`config.mk`:
```
export PLATFORM = sky130hd
export DESIGN_NAME = two_pulses_cond
export DESIGN_NICKNAME = d
export VERILOG_FILES = /design/src/rtl/two_pulses_pkg.sv /design/src/rtl/pulse_debounce.sv /design/src/rtl/two_pulses_cond.sv
export SDC_FILE = /design/constraint.sdc
export NUM_CORES = 1
export LEC_CHECK = 0
export CAP_MARGIN = 20
export CORE_AREA = 2 2 39 41
export DETAILED_ROUTE_END_ITERATION = 6
export DIE_AREA = 0 0 41 43
export PLACE_DENSITY = 0.67
export SLEW_MARGIN = 20
export SYNTH_ARGS = -nofsm -noshare
export SYNTH_HDL_FRONTEND = slang
export SYNTH_SLANG_ARGS = --single-unit
```
`constraint.sdc`:
```
create_clock -name clk -period 1.4 [get_ports clk]
set_input_delay 0.14 -clock clk [delete_from_list [all_inputs] [get_ports clk]]
set_output_delay 0.14 -clock clk [all_outputs]
set_load 0.005 [all_outputs]
```
`src/rtl/two_pulses_pkg.sv`:
```
// Shared types and constants for the two-pulse input conditioning stage.
package two_pulses_pkg;

  // Per-channel debounce FSM states.
  typedef enum logic [1:0] {
    StLow     = 2'd0,
    StRiseChk = 2'd1,
    StHigh    = 2'd2,
    StFallChk = 2'd3
  } deb_state_e;

  // Depth of the metastability synchronizer.
  localparam int unsigned SYNC_STAGES = 2;

  // Width of the optional pulse statistics counters.
  localparam int unsigned STATS_W = 8;

endpackage

```
`src/rtl/pulse_debounce.sv`:
```
// One input channel: 2-flop synchronizer, debounce FSM with qualification
// counter, and a registered single-cycle pulse on each accepted rising edge.
module pulse_debounce
  import two_pulses_pkg::*;
#(
  parameter int unsigned DEBOUNCE_CYCLES = 4
) (
  input  logic clk,
  input  logic reset,
  input  logic raw_i,
  output logic pulse_o
);

  localparam int unsigned     CntW         = $clog2(DEBOUNCE_CYCLES + 1);
  localparam logic [CntW-1:0] CntMax       = CntW'(DEBOUNCE_CYCLES - 1);
  localparam logic [CntW-1:0] CntOne       = CntW'(1);
  // With a single-sample window, the check states are skipped entirely.
  localparam bit              SingleSample = (DEBOUNCE_CYCLES == 1);

  logic [SYNC_STAGES-1:0] sync_q;
  logic                   s;
  deb_state_e             state_q;
  logic [CntW-1:0]        cnt_q;
  logic                   pulse_q;

  // Shift the raw level through the synchronizer chain.
  always_ff @(posedge clk or negedge reset) begin
    if (!reset) begin
      sync_q <= '0;
    end else begin
      sync_q <= {sync_q[SYNC_STAGES-2:0], raw_i};
    end
  end

  assign s = sync_q[SYNC_STAGES-1];

  // Debounce FSM; the pulse is registered and fires only on entry to StHigh
  // from the low side, so a bounce back from StFallChk never pulses.
  always_ff @(posedge clk or negedge reset) begin
    if (!reset) begin
      state_q <= StLow;
      cnt_q   <= '0;
      pulse_q <= 1'b0;
    end else begin
      pulse_q <= 1'b0;
      unique case (state_q)
        StLow: begin
          if (s) begin
            if (SingleSample) begin
              state_q <= StHigh;
              pulse_q <= 1'b1;
            end else begin
              state_q <= StRiseChk;
              cnt_q   <= CntOne;
            end
          end
        end
        StRiseChk: begin
          if (!s) begin
            state_q <= StLow;
            cnt_q   <= '0;
          end else if (cnt_q == CntMax) begin
            state_q <= StHigh;
            cnt_q   <= '0;
            pulse_q <= 1'b1;
          end else begin
            cnt_q <= cnt_q + CntOne;
          end
        end
        StHigh: begin
          if (!s) begin
            if (SingleSample) begin
              state_q <= StLow;
            end else begin
              state_q <= StFallChk;
              cnt_q   <= CntOne;
            end
          end
        end
        StFallChk: begin
          if (s) begin
            state_q <= StHigh;
            cnt_q   <= '0;
          end else if (cnt_q == CntMax) begin
            state_q <= StLow;
            cnt_q   <= '0;
          end else begin
            cnt_q <= cnt_q + CntOne;
          end
        end
        default: begin
          state_q <= StLow;
          cnt_q   <= '0;
        end
      endcase
    end
  end

  assign pulse_o = pulse_q;

endmodule

```
`src/rtl/two_pulses_cond.sv`:
```
// Input conditioning for the two-pulse detector: two independent debounced
// channels (x, y), each emitting one registered pulse per qualified rise.
// Optional saturating pulse counters are built when TWO_PULSES_STATS_EN is
// defined; the pulse outputs behave identically in both builds.
module two_pulses_cond
  import two_pulses_pkg::*;
#(
  parameter int unsigned DEBOUNCE_CYCLES = 4
) (
  input  logic               clk,
  input  logic               reset,
  input  logic               x_raw_i,
  input  logic               y_raw_i,
`ifdef TWO_PULSES_STATS_EN
  input  logic               stats_clr_i,
  output logic [STATS_W-1:0] x_cnt_o,
  output logic [STATS_W-1:0] y_cnt_o,
`endif
  output logic               x_o,
  output logic               y_o
);

  pulse_debounce #(
    .DEBOUNCE_CYCLES(DEBOUNCE_CYCLES)
  ) u_x_debounce (
    .clk    (clk),
    .reset  (reset),
    .raw_i  (x_raw_i),
    .pulse_o(x_o)
  );

  pulse_debounce #(
    .DEBOUNCE_CYCLES(DEBOUNCE_CYCLES)
  ) u_y_debounce (
    .clk    (clk),
    .reset  (reset),
    .raw_i  (y_raw_i),
    .pulse_o(y_o)
  );

`ifdef TWO_PULSES_STATS_EN
  localparam logic [STATS_W-1:0] CntSat = '1;
  localparam logic [STATS_W-1:0] CntInc = STATS_W'(1);

  logic [STATS_W-1:0] x_cnt_q;
  logic [STATS_W-1:0] y_cnt_q;

  // Saturating pulse counters; a clear takes precedence over an increment.
  always_ff @(posedge clk or negedge reset) begin
    if (!reset) begin
      x_cnt_q <= '0;
      y_cnt_q <= '0;
    end else if (stats_clr_i) begin
      x_cnt_q <= '0;
      y_cnt_q <= '0;
    end else begin
      if (x_o && (x_cnt_q != CntSat)) x_cnt_q <= x_cnt_q + CntInc;
      if (y_o && (y_cnt_q != CntSat)) y_cnt_q <= y_cnt_q + CntInc;
    end
  end

  assign x_cnt_o = x_cnt_q;
  assign y_cnt_o = y_cnt_q;
`endif

endmodule
```
==> run metrics, run 1 <==
vias in the first global route=383; TritonCTS clock tree=yes; Reg clk slew, reported paths=about 90 ps; most common cell in the netlist=dfrtp_1; first-pass GRT wire length=1550 µm; Die ar.=between 1500 and 2000 µm²; FF-to-FF Start=u_y_debounce.cnt_q[0]; Num CTS Buffers=3; gr usage total=0.139; commonest cells in the netlist=dfrtp_1 (16), nand2_1 (4), o21a_1 (3), o21ai_0 (3); Mean Syn Cell Area=13.5 µm²; finished layout cell area=between 700 and 800 µm²; Worst EP arrival=1470 ps; root buf cell=clkbuf_4; vias per cell=roughly 5.2; GPL Wtd Cong=about 0.77; final wirelength=~800 µm; Post-DP Area=just over 700 µm²; clk sink count=16; Tcrit/Tclk final=0.930; Netlist cell types=21; Synth Cell Area=around 630 µm²; CP max FO=3; worst skew pair latency=between 200 and 300 ps; Ant. Diodes=0; post-synth top area cell=dfrtp_1; Max Clk Rate=768 MHz; DRT Pass-1 Iters=4; fin crit period=around 1300 ps; Top FF cell, synth=dfrtp_1; Port Buf Inserts=5; Layout area overhead=18.0%; largest net degree at the start of global routing=17; Final ANT Viol Nets=0; drc violations=0; ratio of cells with drive above 1 in the final layout=0.175; syn nets=53; RSZ-0062 raised after global routing=false; register area share after synthesis=0.632; # setup viols final=0; Hold WC Path Type=input pin to async pin; Top Ports=6; Cells after Synth=47; Pwr per Cell Area=1780 nW/µm²; DR WL met3=between 30 and 40 µm; Slew Viols, Final=0; Peak VDD IR=between 0.8 and 0.9 mV; Slew HR=0.810; Post-synth EDFFs=0; GRT overflow=0; Required @ worst endpoint=1570 ps; Die W=~41 µm; antenna violations before repair=0; met1 wire length=around 410 µm; Clock Skew=around 3.5 ps; placeable core region=1380 µm²; Critical-path top delay cell=dfrtp_1; Longest Clk Path Bufs=2; CP peak stage delay=around 400 ps; Net count, final=64; worst hold margin=approximately 170 ps; Final Hold Viols=0; top sig layer=met4; met2 routed WL=between 300 and 400 µm; top post-synthesis cells by area=dfrtp_1 (63%), ha_1 (4.0%), o21a_1 (3.6%), xnor2_2 (2.6%), xor2_2 (2.6%); Critical Path Source Type=register; leakage power=approximately 0.33 nW; average wire per standard cell=roughly 11 µm; Slew @ Worst Pin=284 ps; Initial Util=0.458; area fraction of the dominant cell type after synthesis=0.632; CTS hold repair buffers=0; asr flop ratio synth=1.00; post_cts resized=0; postcts setup bufs=0; outcome=complete, no violations; initial drt markers=2; WS Path Type=register to register; die height=43 µm; Ys Warns=0; Synth Register Bits=16; Critical Path End Type=register; H-tree levels=1; max-cap check violation count=0; Setup crit start=u_y_debounce.cnt_q[0]; CP Cell Sequence=ha_1, nor2b_2, nand2_1, mux2_2; detailed placer's ending HPWL=a little over 600 µm; vias=about 380; setup tns final=0 ps; # rows=14
## power by group
part,switching [mW],internal (mW)
combinational,0.148,0.191
clock,0.139,0.158
sequential,0.113,0.579
## worst paths after layout
kind / to / slack, ps / cells after the start
worst min register to register: u_y_debounce.sync_q[1] / 360 / 0
max in group asynchronous: u_x_debounce.state_q[0] / 1050 / 2
worst max register to register: register / 100 / 4
min in group clk: u_x_debounce.sync_q[0] / 290 / 1
worst min-delay path: u_y_debounce.cnt_q[1] / 170 / 2
worst max-delay path: register / 100 / 4
## worst max-delay path, delay by kind of cell, from the launching register on
kind                       cells  cell delay [ps]
muxes                          1              330
adders and majority gates      1              210
and+or+nand+nor                2              260
DFF                            1              410
## area by class of cell
type,count,area [µm²]
Inverter,1,3.75
Fill cell,117,637
Tap cell,16,20.0
Multi-Input combinational cell,30,229
Sequential cell,16,400
Clock buffer,4,36.3
Timing Repair Buffer,6,57.6
## metal layers
metal  GRT usage  up-vias
met1       0.193      188
met2       0.175        6
met3      0.0471        2
met5           0        -
li1            -      180
met4       0.100        0
## cells by family (layout without fill, tap and decap cells)
logic type,after synthesis,count (layout),share of synthesized area
muxes,2,2,0.0356
DFF,16,16,0.632
AOI/OAI and AO/OA,9,9,0.0850
xor gates and xnor gates,2,2,0.0514
adders and majority gates,2,2,0.0395
buffers and inverters,1,11,0.00592
and+or+nand+nor,15,15,0.150
## cells in the final DEF, fill, tap and decap left out, types with 2 or more instances in the layout
cell	Yosys	final
clkbuf_4	0	3
o21a_1	3	3
nand2_1	4	4
nand3b_1	2	2
nor3b_1	2	2
clkdlybuf4s50_1	0	5
dfrtp_1	16	16
ha_1	2	2
a21oi_1	2	2
o21ai_0	3	3
## through the flow
stage	total power [mW]	worst slack, ps	std cells	util
final	1.33	98.2	73	0.540
after detailed placement	1.05	104	69	0.514
after floorplan	0.953	163	47	-
after global placement	1.04	112	69	0.514
after CTS	1.35	89.9	73	0.540
after global routing	1.43	15.2	73	0.540
Note: power is estimated with default switching activity, not from simulation.
==> run 2, diff against run 1 <==
--- a/config.mk
+++ b/config.mk
@@ -6,10 +6,11 @@
 export NUM_CORES = 1
 export LEC_CHECK = 0
 export CAP_MARGIN = 20
-export CORE_AREA = 2 2 39 41
+export CORE_ASPECT_RATIO = 0.9
+export CORE_MARGIN = 2
+export CORE_UTILIZATION = 30
 export DETAILED_ROUTE_END_ITERATION = 6
-export DIE_AREA = 0 0 41 43
-export PLACE_DENSITY = 0.67
+export PLACE_DENSITY = 0.46
 export SLEW_MARGIN = 20
 export SYNTH_ARGS = -nofsm -noshare
 export SYNTH_HDL_FRONTEND = slang
==> run 2 against run 1 <==
Hold slack got worse by 10 ps. Critical path depth unchanged. Sequential share of layout area decreased by 0.97 points. Global-route usage decreased by 5.2 points. Maximum frequency decreased by 0.71%. Via count decreased by 6.4%. Final area increased by 1.8%. Largest cell class unchanged. Highest routed layer unchanged.
==> run metrics, run 2 (synthesis results as in run 1) <==
Hold WC Path Type=input pin to async pin; sw power=between 0.4 and 0.5 mW; outcome=complete, no violations; Critical Path Source Type=register; clk sink count=16; DR WL met3=27 µm; post-route insts no fill=82; GRT overflow=0; Ant. Diodes=0; CP max FO=3; Longest Clk Path Bufs=2; internal power=0.928 mW; Critical Path End Type=register; Slew @ Worst Pin=a little under 300 ps; met1 wire length=480 µm; vias=approximately 350; drc violations=0; gr usage total=0.0867; GPL Wtd Cong=between 0.6 and 0.7; Switching Fraction=0.303; TritonCTS clock tree=yes; clock power share=0.223; CTS hold repair buffers=0; Layout area overhead=20.2%; DRT Pass-1 Iters=3; most common cell after layout, fill and taps aside=dfrtp_1; # setup viols final=0; final wirelength=approximately 870 µm; Required @ worst endpoint=between 1500 and 2000 ps; H-tree levels=1; average wire per standard cell=10.6 µm; Comb pwr share=0.255; Final Hold Viols=0; fin crit period=1310 ps; antenna violations before repair=0; placeable core region=between 1500 and 2000 µm²; WS Path Type=register to register; RSZ-0062 raised after global routing=false; Max Clk Rate=763 MHz; Port Buf Inserts=5; Slew Viols, Final=0; largest net degree at the start of global routing=17; # rows=15; Slew HR=0.800; most frequent cells in the layout=dfrtp_1 (16), clkdlybuf4s50_1 (5), nand2_1 (4); root buf cell=clkbuf_4; Die W=about 52 µm; max-cap check violation count=0; worst skew pair latency=roughly 280 ps; Peak VDD IR=between 0.7 and 0.8 mV; Clock Skew=between 4 and 5 ps; first-pass GRT wire length=~1500 µm; Num CTS Buffers=3; Net count, final=64; top sig layer=met4; Seq pwr share=0.522; met2 routed WL=356 µm; initial drt markers=4; Top Ports=6; Core Util, Final=0.390; die height=~48 µm; placed insts=between 70 and 80; setup tns final=0 ps; Pwr per Cell Area=between 1500 and 2000 nW/µm²; Reg clk slew, reported paths=~90 ps; worst hold margin=164 ps; Die ar.=around 2500 µm²; Worst EP arrival=1480 ps; ratio of cells with drive above 1 in the final layout=0.193; Fillers=between 200 and 250; Tcrit/Tclk final=0.936; leakage power=around 0.33 nW; Final ANT Viol Nets=0; vias per cell=about 4.3; Initial Util=0.324; vias in the first global route=around 360
run 2: layout make-up:
class | instances | area (µm²) | share of cell area
clock buffers | 4 | 36.3 | 0.0477
inverters | 1 | 3.75 | 0.00493
multi-input cells | 30 | 231 | 0.304
flip-flops and latches | 16 | 400 | 0.526
well taps | 25 | 31.3 | 0.0411
repair buffers | 6 | 57.6 | 0.0757
run 2: worst max-delay path, stage by stage (launching register included):
cell     delay (ps)
dfrtp_1         410
ha_1            210
nor2b_2         170
nand2_1          90
mux2_2          330
run 2: through the flow:
step / total power, mW / setup WS (ps) / area (µm²)
after floorplan: 0.953 / 163 / 633
after global placement: 1.04 / 97.2 / 722
after detailed placement: 1.05 / 101 / 722
after CTS: 1.36 / 86.0 / 758
after global routing: 1.44 / 21.3 / 761
final: 1.33 / 88.9 / 761
run 2: path summary, 6_finish.rpt:
check	slack [ps]	cells past startpoint	start	endpoint
max	90	4	u_y_debounce.cnt_q[0]	register
min	160	2	reset	u_x_debounce.pulse_o
max reg2reg	90	4	u_y_debounce.cnt_q[0]	register
min reg2reg	360	0	u_x_debounce.sync_q[0]	u_x_debounce.sync_q[1]
max in group asynchronous	1050	2	reset	u_y_debounce.cnt_q[1]
min in group clk	290	1	x_raw_i	u_x_debounce.sync_q[0]
run 2: repair_timing:
action / in CTS / in global routing
setup endpoints to repair: 0 / 1
setup buffers: 0 / 0
gates resized for setup: 0 / 1
run 2: power groups by stage:
stage               Sequential, mW  Combinational (mW)  Clock, mW
floorplan                    0.680               0.273          0
global placement             0.704               0.341          0
detailed placement           0.708               0.342          0
CTS                          0.697               0.344      0.318
global route                 0.717               0.392      0.332
finish                       0.695               0.340      0.297
run 2: routing by layer:
layer  up-vias  track usage
li1        183            -
met1       163        0.126
met2         4        0.123
met3         2       0.0188
met4         0       0.0462
met5         -            0
==> run 3, diff against run 2 <==
--- a/config.mk
+++ b/config.mk
@@ -5,11 +5,13 @@
 export SDC_FILE = /design/constraint.sdc
 export NUM_CORES = 1
 export LEC_CHECK = 0
+export ABC_AREA = 1
 export CAP_MARGIN = 20
 export CORE_ASPECT_RATIO = 0.9
 export CORE_MARGIN = 2
 export CORE_UTILIZATION = 30
 export DETAILED_ROUTE_END_ITERATION = 6
+export HOLD_SLACK_MARGIN = 0.08
 export PLACE_DENSITY = 0.46
 export SLEW_MARGIN = 20
 export SYNTH_ARGS = -nofsm -noshare
==> run 3 against run 2 <==
Die area rose by 7.8%. Synthesized cell count rose by 68%. Sequential share of layout area fell by 3.5 points.
==> run metrics, run 3 <==
Top FF cell, synth=dfrtp_1; postcts setup bufs=0; Setup crit start=u_x_debounce.pulse_o; Critical-path top delay cell=clkdlybuf4s50_1; top post-synthesis cells by area=dfrtp_1 (58%), nand2_1 (12%), nand3_1 (6.6%), inv_1 (5.5%), nor2_1 (4.4%); post-synth top area cell=dfrtp_1; root buf cell=clkbuf_4; register area share after synthesis=0.583; Ys Warns=0; Hold WC Path Type=input pin to async pin; post_cts resized=0; CP peak stage delay=490 ps; average wire per standard cell=roughly 9.4 µm; commonest cells in the netlist=nand2_1 (22), dfrtp_1 (16), inv_1 (10); detailed placer's ending HPWL=844 µm; Post-DP Area=778 µm²; Mean Syn Cell Area=between 8 and 9 µm²; Die W=54.4 µm; most frequent cells in the layout=nand2_1 (22), dfrtp_1 (16), inv_1 (10); leakage power=0.421 nW; WS Path Type=register to output port; Final Hold Viols=0; fin crit period=roughly 1200 ps; finished layout cell area=815 µm²; Cells after Synth=slightly below 80; Post-synth EDFFs=0; Ant. Diodes=0; asr flop ratio synth=1.00; Reg clk slew, reported paths=~90 ps; vias=~500; end of the critical path=x_o; vias in the first global route=493; Slew @ Worst Pin=approximately 210 ps; Multi-input gate area=between 200 and 250 µm²; max-cap check violation count=0; Die ar.=between 2000 and 3000 µm²; Num CTS Buffers=3; vias per cell=4.22; die height=slightly below 50 µm; Net count, final=96; Pwr per Cell Area=about 1700 nW/µm²; GRT overflow=0; H-tree levels=1; Tcrit/Tclk final=0.890; Fillers=225; Longest Clk Path Bufs=2; most common cell in the netlist=nand2_1; Peak VDD IR=0.930 mV; R2R Setup Slk=approximately 370 ps; reg2reg path depth=5; Port Buf Inserts=5; gr usage total=0.106; Max Clk Rate=803 MHz; RSZ-0062 raised after global routing=false; CTS hold repair buffers=0; Crit path max-delay family=buffers and inverters; GPL Wtd Cong=about 0.75; largest net degree at the start of global routing=17; FF-to-FF Start=u_x_debounce.cnt_q[0]; TritonCTS clock tree=yes; # rows=16; most common cell after layout, fill and taps aside=nand2_1; outcome=complete, no violations; area fraction of the dominant cell type after synthesis=0.583; syn nets=85; Slew HR=0.861; Layout area overhead=18.6%; Buf/Inv on CP=1; ratio of cells with drive above 1 in the final layout=0.112; drc violations=0; setup tns final=0 ps; Critical Path Source Type=register; Sequential Area=about 400 µm²; Clock Skew=between 3 and 4 ps; Synth Cell Area=687 µm²; clk sink count=16; Netlist cell types=13; placeable core region=about 2200 µm²; # setup viols final=0; Final ANT Viol Nets=0; Synth Register Bits=16; Worst EP arrival=about 1100 ps; Slew Viols, Final=0; Core Util, Final=0.373; initial drt markers=7; DRT Pass-1 Iters=4; Initial Util=0.315; Required @ worst endpoint=~1300 ps; antenna violations before repair=0; Critical Path End Type=output port; CP Cell Sequence=clkdlybuf4s50_1; first-pass GRT wire length=roughly 2000 µm; Top Ports=6; final wirelength=1100 µm; CP max FO=1; worst skew pair latency=280 ps; Levels on crit path=1
==> run 3: changes by cell type after synthesis, moves of 2 or more <==
cell / previous run / this run
nor3b_1: 2 / 0
o21a_1: 3 / 0
nor2_1: 1 / 8
inv_1: 1 / 10
nand3_1: 0 / 9
nand2_1: 4 / 22
o21ai_1: 0 / 2
nor2_2: 0 / 2
inv_2: 0 / 2
==> run 3: cells by family (layout without fill, tap and decap cells) <==
logic type,count (synthesis),in the layout,share of synthesized area
adders and majority gates,2,2,0.0364
buffers and inverters,12,22,0.0656
AOI/OAI and AO/OA,5,5,0.0364
and+or+nand+nor,44,44,0.279
DFF,16,16,0.583
==> run 3: stage by stage <==
| stage | hold slack (ps) | power (mW) | std cells | worst slack [ps] |
|---|---|---|---|---|
| floorplan | -156 | 0.982 | 79 | 425 |
| global placement | 333 | 1.09 | 112 | 394 |
| detailed placement | 335 | 1.10 | 112 | 374 |
| CTS | 161 | 1.41 | 116 | 127 |
| global route | 166 | 1.52 | 116 | 96.2 |
| finish | 164 | 1.38 | 116 | 154 |
==> run 3: where the power goes <==
group	internal [mW]	leakage (nW)	switching, mW
logic	0.161	0.200	0.245
registers	0.578	0.200	0.0993
clock network	0.158	0.0210	0.140
total	0.897	0.421	0.484
==> run 3: worst min path at each step <==
stage / from / to / slack, ps / cells past startpoint
2_1_floorplan: reset / async pin / -160 / 0
3_3_place_gp: u_y_debounce.sync_q[0] / u_y_debounce.sync_q[1] / 330 / 0
3_5_place_dp: u_y_debounce.sync_q[0] / u_y_debounce.sync_q[1] / 330 / 0
4_1_cts: reset / u_y_debounce.sync_q[0] / 160 / 2
5_1_grt: reset / async pin / 170 / 2
6_report: reset / u_y_debounce.cnt_q[2] / 160 / 2
==> run 3: cell type report <==
class	count	area share
multi-input combinational	51	0.296
tap	27	0.0415
timing repair buffer	6	0.0707
clock buffer	4	0.0445
inverter	12	0.0553
sequential	16	0.492
==> run 3: metal layers <==
layer / part of all wire / wire (µm) / vias to the layer above / global-route usage
met4: 0.012 / 13 / 0 / 0.0375
met2: 0.43 / 474 / 8 / 0.147
met5: 0 / 0 / - / 0
met1: 0.51 / 558 / 215 / 0.138
li1: - / - / 265 / -
met3: 0.046 / 50 / 2 / 0.0552
==> run 3: worst register-to-register path, cell delays in order (launching register included) <==
cell	delay, ps
dfrtp_1	400
ha_1	230
nand2_1	110
nor2_2	50
nand2_1	70
o21ai_0	70
